--- config.mk ---
export PLATFORM = sky130hd
export DESIGN_NAME = div_32_11_rebuild
export DESIGN_NICKNAME = d
export VERILOG_FILES = /design/src/rtl/div_32_11_rebuild.sv
export SDC_FILE = /design/constraint.sdc
export NUM_CORES = 1
export LEC_CHECK = 0
export CAP_MARGIN = 15
export CORE_MARGIN = 5
export CORE_UTILIZATION = 55
export DETAILED_ROUTE_END_ITERATION = 6
export PLACE_DENSITY = 0.78
export SLEW_MARGIN = 5
export SYNTH_ARGS = -nofsm -noshare
export SYNTH_HDL_FRONTEND = slang
export SYNTH_SLANG_ARGS = --single-unit
--- constraint.sdc ---
create_clock -name clk -period 7.7 [get_ports clk]
set_input_delay 1.54 -clock clk [delete_from_list [all_inputs] [get_ports clk]]
set_output_delay 1.54 -clock clk [all_outputs]
set_load 0.1 [all_outputs]
--- src/rtl/div_32_11_rebuild.sv ---
// div_32_11_rebuild: rebuilds X = 11*Q + R through a 2-stage valid/ready pipeline; DIV11_RANGE_CHK_EN enables rem_err/ovf
module div_32_11_rebuild #(
  parameter int QW      = 29,
  parameter int RW      = 4,
  parameter int XW      = 32,
  parameter int DIVISOR = 11
) (
  input  logic          clk,
  input  logic          rst_n,
  input  logic          in_valid,
  output logic          in_ready,
  input  logic [QW-1:0] Q_in,
  input  logic [RW-1:0] R_in,
  output logic          out_valid,
  input  logic          out_ready,
  output logic [XW-1:0] X_out,
  output logic          rem_err,
  output logic          ovf
);
`ifdef DIV11_RANGE_CHK_EN
  localparam int PW = XW + 1;
`else
  localparam int PW = XW;
`endif
  if (DIVISOR != 11) begin : g_divisor_fixed_at_11
  end
  logic          r_s1_valid;
  logic [QW-1:0] r_s1_q;
  logic [RW-1:0] r_s1_r;
  logic [PW-1:0] r_s1_p;
  logic          r_s2_valid;
  logic [XW-1:0] r_x;
  logic [PW-1:0] w_q_ext;
  logic [PW-1:0] w_x;
  logic          w_s2_adv;
  logic          w_s1_adv;
  assign w_s2_adv  = !r_s2_valid | out_ready;
  assign w_s1_adv  = !r_s1_valid | w_s2_adv;
  assign in_ready  = w_s1_adv;
  assign out_valid = r_s2_valid;
  assign X_out     = r_x;
  assign w_q_ext   = PW'(Q_in);
  assign w_x       = r_s1_p + PW'(r_s1_q) + PW'(r_s1_r);
  // Stage 1: capture Q, R and the partial product 10*Q
  always_ff @(posedge clk or negedge rst_n)
    if (!rst_n) begin
      r_s1_valid <= 1'b0;
      r_s1_q     <= '0;
      r_s1_r     <= '0;
      r_s1_p     <= '0;
    end else if (w_s1_adv) begin
      r_s1_valid <= in_valid;
      if (in_valid) begin
        r_s1_q <= Q_in;
        r_s1_r <= R_in;
        r_s1_p <= (w_q_ext << 3) + (w_q_ext << 1);
      end
    end
  // Stage 2: finish the sum into the output registers, holding while stalled
  always_ff @(posedge clk or negedge rst_n)
    if (!rst_n) begin
      r_s2_valid <= 1'b0;
      r_x        <= '0;
    end else if (w_s2_adv) begin
      r_s2_valid <= r_s1_valid;
      if (r_s1_valid) r_x <= w_x[XW-1:0];
    end
`ifdef DIV11_RANGE_CHK_EN
  logic r_ovf;
  logic r_rem;
  assign ovf     = r_ovf;
  assign rem_err = r_rem;
  // Range flags travel with their result through stage 2
  always_ff @(posedge clk or negedge rst_n)
    if (!rst_n) begin
      r_ovf <= 1'b0;
      r_rem <= 1'b0;
    end else if (w_s2_adv && r_s1_valid) begin
      r_ovf <= w_x[XW];
      r_rem <= r_s1_r >= RW'(DIVISOR);
    end
`else
  assign ovf     = 1'b0;
  assign rem_err = 1'b0;
`endif
endmodule

# == Yosys cells after proc, flatten, opt, wreduce, memory -nomap -nowiden ==
# Index checks and enable logic that the tools add are counted.
# Widths: inputs -> output; s select.
# word_totals
inputBits,37
reg_bits,99
elab_cells,15
# op_classes
addsub,3
n_reduce_logical,4
bitwise,2
# ops
operator,n
$add 32x29->32,1
$add 32x30->32,1
$add 32x4->32,1
$reduce_and 2->1,2
$logic_not 1->1,2
$or 1x1->1,2

# == Depth between registers and ports, before layout ==
# Gate-level depths: netlist (run 1).
# depth
depth_word,4
mapped_depth,13
ltp_nobuf,13

# == Worst setup path before layout (run 1) ==
# No wires, ideal clock.
# synth_path
path_kind,input -> output
startpoint,input port out_ready
endpoint,output port in_ready
path_slack_ps,3783
arrival_time_ps,2377
path_stages,1
required_time_ps,6160
path_cell_list,nand3b_1
# synth_via
elab_chain_cells,2
# synth_rtl
element,line,rtl
start: declaration,15,"input logic out_ready,"
$or 1x1->1,37,assign w_s2_adv = !r_s2_valid | out_ready;
$or 1x1->1,38,assign w_s1_adv = !r_s1_valid | w_s2_adv;
end: declaration,11,"output logic in_ready,"
# Every way passes these cells.

# == Worst setup path in the final report (run 1) ==
# Ends and elaborated chain as after synthesis.

==> results of run 1 <==
-- kinds of logic after synthesis --
family	count (synthesis)	share of synthesized area (%)
buffers and inverters	56	3.232
flip-flops	96	34.48
other	1	0.05382
adder cells (fa/ha/maj)	87	16.16
XOR/XNOR	46	5.782
AND/OR/NAND/NOR	292	17.83
multiplexers	3	0.4310
AO/OA/AOI/OAI	237	22.03
-- power by group through the flow --
stage | clock network [mW] | registers [mW] | logic (mW)
4_1_cts | 0.426 | 0.727 | 1.66
6_report | 0.420 | 0.726 | 1.66
3_5_place_dp | 0 | 0.737 | 1.65
2_1_floorplan | 0 | 1.30 | 0.697
3_3_place_gp | 0 | 0.727 | 1.62
5_1_grt | 0.447 | 0.747 | 1.79
-- path summary, 6_finish.rpt --
| path | slack, ns | depth (start not counted) | endpoint |
|---|---|---|---|
| setup reg to reg | 4.22 | 13 | X_out[27] |
| min in group asynchronous | 1.18 | 1 | r_s1_p[3] |
| setup / recovery | 2.80 | 3 | in_ready |
| hold reg to reg | 0.47 | 2 | X_out[2] |
| hold / removal | 0.47 | 2 | X_out[2] |
| max in group asynchronous | 5.45 | 2 | r_s1_q[7] |
-- stage by stage --
step	power (mW)	utilization [%]
after floorplan	1.993	-
after detailed placement	2.383	61.99
final	2.811	64.25
after CTS	2.813	64.25
after global placement	2.343	61.99
after global routing	2.980	64.25
-- cell usage in the layout (no fill, tap or decap), types with 3 or more instances in the layout --
cell type	n
nand2_1	202
dfrtp_1	96
ha_1	82
clkdlybuf4s50_1	69
o21ai_0	66
a21oi_1	58
nor2_1	31
a21o_1	28
xor2_1	24
xnor2_1	22
inv_1	19
o21ai_1	15
nand4_1	11
a31oi_1	9
clkbuf_16	9
and3_1	7
nand3_1	7
a211oi_1	7
o21bai_1	7
and2_1	6
a211o_1	6
nand2b_1	5
o21a_1	5
nor2b_1	5
fa_1	5
buf_4	4
a221oi_1	3
nor3_1	3
o31ai_1	3
mux2i_1	3
-- critical path: stages --
cell and delay [ns]:
clkdlybuf4s50_1 0.47, nand3b_1 0.18, clkdlybuf4s50_1 1.16
-- flip-flops by register name (all words and copies together), names as in the netlist --
signal,count
X_out,32
r_s1_p,29
r_s1_q,29
r_s1_r,4
out_valid,1
r_s1_valid,1
-- area by class of cell --
class	instances	area, um^2
fill	1102	4474
tap	172	215.2
multi-input combinational	667	4349
clock inverter	5	41.29
inverter	19	71.32
timing repair buffer	73	720.7
sequential	96	2402
clock buffer	11	242.7
-- metal layers --
layer  vias to the layer above  GRT usage (%)
met4                         2          7.138
met1                      2783          33.72
li1                       2991              -
met5                         -              0
met3                        33          3.364
met2                       187          33.60
==> impl_metrics.py, run 1 <==
metrics = {
    "status": {
        "outcome": "completed",
    },
    "floorplanning": {
        "die_w_um": 122.6,
        "design.core.area_um2": 12520,
        "rows": 41,
        "start_util_pct": 55.67,
        "die_area_um2": 15020,
        "io_pins": 73,
        "die_h_um": 122.6,
    },
    "clocking": {
        "post_cts_resize_count": 0,
        "htree_levels": 3,
        "clk_latency_ns": 0.35,
        "cts_tree": "yes",
        "cts_setup_buffers": 0,
        "clock_sinks": 96,
        "path_clk_slew_ns": 0.06,
        "cts_hold_buf": 0,
        "cts_buffer_depth": 2,
        "root_buffer": "clkbuf_16",
        "cts_buffers": 9,
    },
    "sta": {
        "skew_ns": 0.009996,
        "period_needed_ns": 4.895,
        "rsz0062_at_grt": "no",
        "fin_crit_sh_pct": 63.58,
        "tightest_slew_ns": 1.015,
        "setup-violations-final": 0,
        "worst_hold_slack_ns": 0.4746,
        "max_clock_freq_mhz": 204.3,
        "tns_ns": 0,
        "slew_headroom_pct": 32.11,
        "hold_viol": 0,
        "finalMaxSlewViolations": 0,
        "fin_ws_ns": 2.805,
    },
    "pwr": {
        "power.internal_mw": 1.371,
        "sw_frac_of_total_pct": 51.21,
        "p_leak_nw": 3.887,
        "pwr-share-seq_pct": 25.8,
        "ir_drop_mv": 0.1530,
        "combPwrFrac_pct": 59.2,
        "switching_power_mw": 1.440,
        "power_density_nw_per_um2": 349.5,
        "pwr-share-clk_pct": 14.9,
    },
    "cells_and_area": {
        "drive_above_1_share_pct": 4.018,
        "final_cell_area_um2": 8043,
        "final_cells": 1043,
        "fin_nets": 990,
        "diodes": 0,
        "syn2layout_area_growth_pct": 15.42,
    },
    "synthesis": {
        "synthTopCellsByArea": "dfrtp_1 34%, ha_1 15%, nand2_1 11%",
        "synthesis.area_um2": 6968,
        "ys_seq_elements": 96,
        "synth_top_area_share_pct": 34.48,
        "yosys_warnings": 0,
        "synth_edf_count": 0,
        "syn_avg_cell_area_um2": 8.518,
        "synth_top_cell_by_area": "dfrtp_1",
        "ys_top_cells_by_count": "204 x nand2_1, 96 x dfrtp_1, 82 x ha_1",
        "synthFlopType": "dfrtp_1",
        "seq_area_frac_synth_pct": 34.48,
        "ys_types": 67,
        "yosysMostFrequentCell": "nand2_1",
        "async_flop_share_pct": 100.0,
        "synth_cells": 818,
    },
    "hold_path": {
        "min_path_type": "flip-flop to flip-flop",
        "hp-start": "X_out[2]",
    },
    "place": {
        "placed_cell_area_um2": 7759,
        "hpwl_mm": 12.60,
        "dp_cells": 1027,
        "gp_congestion": 0.9129,
        "dpl_worst_slack_ns": 2.801,
        "io_buffers": 70,
    },
    "drt": {
        "drt_pass1_iterations": 5,
        "vias": 5996,
        "drt-initial-drc-count": 486,
        "met2RoutedLength_mm": 7.089,
        "antenna_left": 0,
        "postRouteWirelength_mm": 16.19,
        "vias_per_cell": 5.749,
        "routedWlPerCell_um": 15.52,
        "wl_met3_um": 911,
        "wl_met1_mm": 7.826,
        "drc": 0,
        "top_layer_used": "met5",
    },
    "setup_path": {
        "critical_path_class": "input pin to output pin",
        "crit_path_start": "out_ready",
        "required_ns": 6.16,
        "cp.arrival_ns": 3.36,
        "cp-end-kind": "output pin",
        "start_kind": "input pin",
        "crit-reg2reg-launch": "r_s1_q[0]",
        "cp_max_fo": 4,
    },
    "global_routing": {
        "grt_pass1_wl_mm": 27.48,
        "grt_max_degree": 67,
        "grt_pass1_vias": 5692,
        "gr-total-overflow": 0,
        "antenna_found_initial": 1,
        "track_usage_pct": 22.52,
    },
    "run": {
        "max_cap_viol_count": 0,
    },
}
(Power assumes the default switching activity.)
==> inputs of run 2 (changes only) <==
--- a/config.mk
+++ b/config.mk
@@ -7,9 +7,9 @@
 export LEC_CHECK = 0
 export CAP_MARGIN = 15
 export CORE_MARGIN = 5
-export CORE_UTILIZATION = 55
+export CORE_UTILIZATION = 52
 export DETAILED_ROUTE_END_ITERATION = 6
-export PLACE_DENSITY = 0.78
+export PLACE_DENSITY = 0.77
 export SLEW_MARGIN = 5
 export SYNTH_ARGS = -nofsm -noshare
 export SYNTH_HDL_FRONTEND = slang
==> constraint.sdc (replaced) <==
create_clock -name clk -period 4 [get_ports clk]
set_input_delay 0.8 -clock clk [delete_from_list [all_inputs] [get_ports clk]]
set_output_delay 0.8 -clock clk [all_outputs]
set_load 0.1 [all_outputs]
==> run 2 against run 1 <==
  * Clock power grew 110%
  * Hold slack lost 0.095 ns
  * Critical path depth is 10 higher
  * Global-route usage fell by 2.8 points
  * Sequential cell count unchanged
  * First-iteration DRC count is 0.82% higher
  * Clock-buffer cell count shrank 2
==> impl_metrics.py, run 2 (same netlist as run 1, synthesis figures left out) <==
metrics = {
    "hold_path": {
        "min_path_type": "input pin to asynchronous set/reset pin",
    },
    "floorplanning": {
        "start_util_pct": 52.83,
        "die_h_um": 125.8,
        "die_area_um2": 15810,
        "rows": 42,
        "die_w_um": 125.8,
        "io_pins": 73,
        "design.core.area_um2": 13190,
    },
    "cells_and_area": {
        "layout.cells.most_common_list": "202 x nand2_1, 96 x dfrtp_1, 82 x ha_1",
        "diodes": 0,
        "layout_commonest_cell": "nand2_1",
        "fill_cells": 1144,
        "syn2layout_area_growth_pct": 15.91,
        "fin_nets": 993,
        "final_cell_area_um2": 8077,
        "largest_reg_flops": 32,
        "drive_above_1_share_pct": 4.467,
    },
    "drt": {
        "antenna_left": 0,
        "vias_per_cell": 5.640,
        "drt-initial-drc-count": 490,
        "postRouteWirelength_mm": 15.59,
        "routedWlPerCell_um": 14.86,
        "vias": 5916,
        "drc": 0,
        "drt_pass1_iterations": 4,
    },
    "run": {
        "max_cap_viol_count": 0,
    },
    "clocking": {
        "cts_buffer_depth": 2,
        "cts_setup_buffers": 0,
        "cts_buffers": 9,
        "path_clk_slew_ns": 0.07,
        "cts_hold_buf": 0,
        "clk_latency_ns": 0.35,
        "clock_sinks": 96,
        "htree_levels": 3,
        "cts_tree": "yes",
        "root_buffer": "clkbuf_16",
        "post_cts_resize_count": 0,
    },
    "place": {
        "gp_congestion": 0.9138,
        "placed_cell_area_um2": 7784,
        "dpl_worst_slack_ns": 0.3487,
        "hpwl_mm": 12.25,
        "io_buffers": 70,
    },
    "sta": {
        "finalMaxSlewViolations": 0,
        "hold_viol": 0,
        "setup-violations-final": 0,
        "fin_crit_sh_pct": 85.32,
        "fin_ws_ns": 0.5870,
        "slew_headroom_pct": 34.04,
        "period_needed_ns": 3.413,
        "tns_ns": 0,
        "max_clock_freq_mhz": 293.0,
        "rsz0062_at_grt": "no",
        "tightest_slew_ns": 0.9863,
        "skew_ns": 0.007352,
    },
    "pwr": {
        "ir_drop_mv": 0.2449,
        "power_density_nw_per_um2": 673.3,
        "p_leak_nw": 3.907,
    },
    "setup_path": {
        "cp-endpoint": "X_out[27]",
        "start_kind": "flip-flop",
        "r2r_end": "X_out[27]",
        "cp.arrival_ns": 3.70,
        "cp_max_fo": 4,
        "required_ns": 4.29,
        "crit-reg2reg-launch": "r_s1_q[0]",
        "cp-end-kind": "flip-flop",
        "ff2ff_setup_slack_ns": 0.59,
        "critical_path_class": "flip-flop to flip-flop",
        "crit_path_start": "r_s1_q[0]",
        "reg2reg_depth": 13,
    },
    "global_routing": {
        "grt_max_degree": 40,
        "track_usage_pct": 19.69,
        "grt_pass1_vias": 5448,
        "gr-total-overflow": 0,
        "grt_pass1_wl_mm": 26.31,
        "antenna_found_initial": 0,
    },
    "status": {
        "outcome": "completed",
    },
}
## run 2: cell types whose count changed in the layout (fill, tap and decap cells not counted)
cell,change
buf_4,+4
inv_6,+1
clkdlybuf4s50_1,-1
bufinv_16,+1
clkbuf_8,-1
clkinv_2,+1
clkinv_4,-2
clkbuf_1,-1
## run 2: worst min-delay path by stage
stage / from / endpoint / slack, ns
after floorplan: r_s1_p[15] / r_s1_p[15] / 0.44
after global placement: X_out[20] / X_out[20] / 0.46
after detailed placement: X_out[2] / X_out[2] / 0.47
after CTS: rst_n / r_s1_r[2] / 0.39
after global routing: rst_n / r_s1_r[2] / 0.42
final: rst_n / r_s1_r[3] / 0.38
## run 2: layout make-up
type	count	area, um^2	area share, %
Clock buffer	9	225.2	2.789
Clock inverter	6	67.56	0.8366
Inverter	19	71.32	0.8830
Multi-Input combinational cell	667	4349	53.85
Sequential cell	96	2402	29.74
Tap cell	176	220.2	2.727
Timing Repair Buffer	76	740.7	9.171
## run 2: metal layers
layer	track usage, %	share of wire, %	vias to the layer above
met5	0	0	-
met3	2.286	4.2	14
met1	30.46	52	2769
li1	-	-	2988
met2	29.83	43	145
met4	4.227	1.1	0
## run 2: critical path, cell delays in order, from the launching register on
cell,delay (ns)
dfrtp_1,0.35
inv_1,0.07
fa_1,0.50
inv_1,0.04
ha_1,0.23
fa_1,0.44
a211o_1,0.29
o211ai_2,0.11
a22oi_2,0.13
o21bai_4,0.21
a21oi_2,0.10
a211o_1,0.36
a2111oi_2,0.35
or3b_1,0.15
## run 2: power by group
group | internal (mW) | switching [mW] | leakage, nW | total, mW
sequential | 1.24 | 0.161 | 1.17 | 1.40
clock | 0.484 | 0.378 | 0.138 | 0.862
combinational | 0.963 | 2.22 | 2.60 | 3.18
## run 2: stage by stage
step / utilization, % / power [mW] / cells / hold slack [ns]
floorplan: - / 3.836 / 819 / 0.4428
global placement: 59.01 / 4.533 / 1034 / 0.4611
detailed placement: 59.01 / 4.570 / 1034 / 0.4654
CTS: 61.23 / 5.446 / 1049 / 0.3898
global route: 61.23 / 5.764 / 1049 / 0.4153
finish: 61.23 / 5.438 / 1049 / 0.3797
==> inputs of run 3 (changes only) <==
--- a/config.mk
+++ b/config.mk
@@ -7,9 +7,9 @@
 export LEC_CHECK = 0
 export CAP_MARGIN = 15
 export CORE_MARGIN = 5
-export CORE_UTILIZATION = 52
+export CORE_UTILIZATION = 55
 export DETAILED_ROUTE_END_ITERATION = 6
-export PLACE_DENSITY = 0.77
+export PLACE_DENSITY = 0.78
 export SLEW_MARGIN = 5
 export SYNTH_ARGS = -nofsm -noshare
 export SYNTH_HDL_FRONTEND = slang
==> constraint.sdc (replaced) <==
create_clock -name clk -period 4.3 [get_ports clk]
set_input_delay 0.86 -clock clk [delete_from_list [all_inputs] [get_ports clk]]
set_output_delay 0.86 -clock clk [all_outputs]
set_load 0.1 [all_outputs]
==> run 3 against run 2 <==
  * Utilization up 3.2 points
  * Via count increased by 0.88%
  * Setup slack improved by 0.25 ns
  * Fmax decreased by 1.3%
  * Global-route usage rose by 2.9 points
  * Critical path depth is the same
==> impl_metrics.py, run 3 (same netlist as run 1, synthesis figures left out) <==
metrics = {
    "clocking": {
        "clock_sinks": 96,
        "cts_buffer_depth": 2,
        "htree_levels": 3,
        "cts_buffers": 9,
        "root_buffer": "clkbuf_16",
        "cts_hold_buf": 0,
        "clk_latency_ns": 0.35,
        "post_cts_resize_count": 0,
        "cts_setup_buffers": 0,
        "cts_tree": "yes",
        "path_clk_slew_ns": 0.07,
    },
    "sta": {
        "tightest_slew_ns": 0.9755,
        "skew_ns": 0.01208,
        "period_needed_ns": 3.459,
        "rsz0062_at_grt": "no",
        "finalMaxSlewViolations": 0,
        "setup-violations-final": 0,
        "worst_hold_slack_ns": 0.4720,
        "tns_ns": 0,
        "fin_crit_sh_pct": 80.45,
        "max_clock_freq_mhz": 289.1,
        "slew_headroom_pct": 34.76,
        "hold_viol": 0,
    },
    "setup_path": {
        "cp_max_fo": 4,
        "start_kind": "flip-flop",
        "crit_chain": "inv_1 -> fa_1 -> inv_1 -> ha_1 -> fa_1 -> a211o_1 -> o211ai_2 -> a22oi_2 -> o21bai_4 -> a21oi_2 -> a211o_1 -> a2111oi_2 -> or3b_1",
        "cpPeakStageDelay_ns": 0.49,
        "critical_path_class": "flip-flop to flip-flop",
        "required_ns": 4.59,
        "cp-endpoint": "X_out[27]",
        "ff2ff_setup_slack_ns": 0.84,
        "reg2reg_depth": 13,
        "r2r_end": "X_out[27]",
        "cp.arrival_ns": 3.75,
        "crit_path_start": "r_s1_q[1]",
        "crit-reg2reg-launch": "r_s1_q[1]",
        "cp-end-kind": "flip-flop",
        "crit_slowest_cell": "fa_1",
    },
    "cells_and_area": {
        "layout.cells.most_common_list": "202 x nand2_1, 96 x dfrtp_1, 82 x ha_1",
        "syn2layout_area_growth_pct": 15.68,
        "largest_reg_flops": 32,
        "diodes": 0,
        "final_cell_area_um2": 8060,
        "fin_nets": 992,
        "layout_commonest_cell": "nand2_1",
        "fill_cells": 1080,
        "drive_above_1_share_pct": 4.128,
        "final_util_pct": 64.39,
    },
    "floorplanning": {
        "die_area_um2": 15020,
        "die_h_um": 122.6,
        "rows": 41,
        "io_pins": 73,
        "start_util_pct": 55.67,
        "die_w_um": 122.6,
        "design.core.area_um2": 12520,
    },
    "place": {
        "gp_congestion": 0.9174,
        "hpwl_mm": 12.79,
        "placed_cell_area_um2": 7771,
        "io_buffers": 70,
    },
    "drt": {
        "drc": 0,
        "vias": 5968,
        "postRouteWirelength_mm": 16.43,
        "drt_pass1_iterations": 5,
        "vias_per_cell": 5.716,
        "antenna_left": 0,
        "drt-initial-drc-count": 597,
        "routedWlPerCell_um": 15.74,
    },
    "global_routing": {
        "gr-total-overflow": 0,
        "track_usage_pct": 22.61,
        "grt_pass1_wl_mm": 27.57,
        "grt_pass1_vias": 5723,
        "grt_max_degree": 69,
        "antenna_found_initial": 0,
    },
    "pwr": {
        "power_density_nw_per_um2": 629.7,
        "ir_drop_mv": 0.2603,
        "p_leak_nw": 3.903,
        "p_total_mw": 5.075,
    },
    "status": {
        "outcome": "completed",
    },
    "hold_path": {
        "holdPathStages": 2,
        "min_path_type": "flip-flop to flip-flop",
    },
    "run": {
        "max_cap_viol_count": 0,
    },
}
-- run 3: cell count changes in the layout (fill, tap and decap cells not counted), sizes merged --
cell and change:
clkbuf +3, inv -2, buf -1, clkinvlp -1
-- run 3: power breakdown --
part,internal [mW],leakage (nW),switching [mW]
Combinational,0.897,2.59,2.09
Sequential,1.15,1.17,0.149
Clock,0.463,0.139,0.331
-- run 3: layout make-up --
class	instances	area, um^2	share of cell area (%)
Inverter	19	71.32	0.8848
Clock inverter	3	42.54	0.5278
Timing Repair Buffer	75	733.2	9.097
Sequential cell	96	2402	29.80
Tap cell	172	215.2	2.670
Multi-Input combinational cell	667	4349	53.96
Clock buffer	12	246.5	3.058
-- run 3: per-stage QoR --
stage	std cells	setup slack, ns
after floorplan	819	1.096
after global placement	1029	0.6257
after detailed placement	1029	0.5561
after CTS	1044	0.8404
after global routing	1044	0.7248
final	1044	0.8407
-- run 3: worst max-delay path, delay by kind of cell, from the launching register on --
| kind | cells | cell delay [ns] |
|---|---|---|
| compound gates | 7 | 1.58 |
| fa+ha+maj | 3 | 1.17 |
| buf+inv | 2 | 0.13 |
| flops | 1 | 0.37 |
| simple gates | 1 | 0.15 |
-- run 3: worst min-delay path by stage --
| stage | from | end |
|---|---|---|
| final | X_out[2] | X_out[2] |
| after global routing | X_out[21] | X_out[21] |
| after CTS | X_out[2] | X_out[2] |
| after detailed placement | X_out[2] | X_out[2] |
| after global placement | X_out[2] | X_out[2] |
| after floorplan | r_s1_p[15] | r_s1_p[15] |
-- run 3: per-layer routing --
layer / vias to the layer above / track usage [%] / share of wire, %
li1: 2986 / - / -
met2: 172 / 34.42 / 44
met3: 20 / 1.982 / 4.8
met4: 0 / 7.138 / 1.3
met5: - / 0 / 0
met1: 2790 / 34.18 / 50
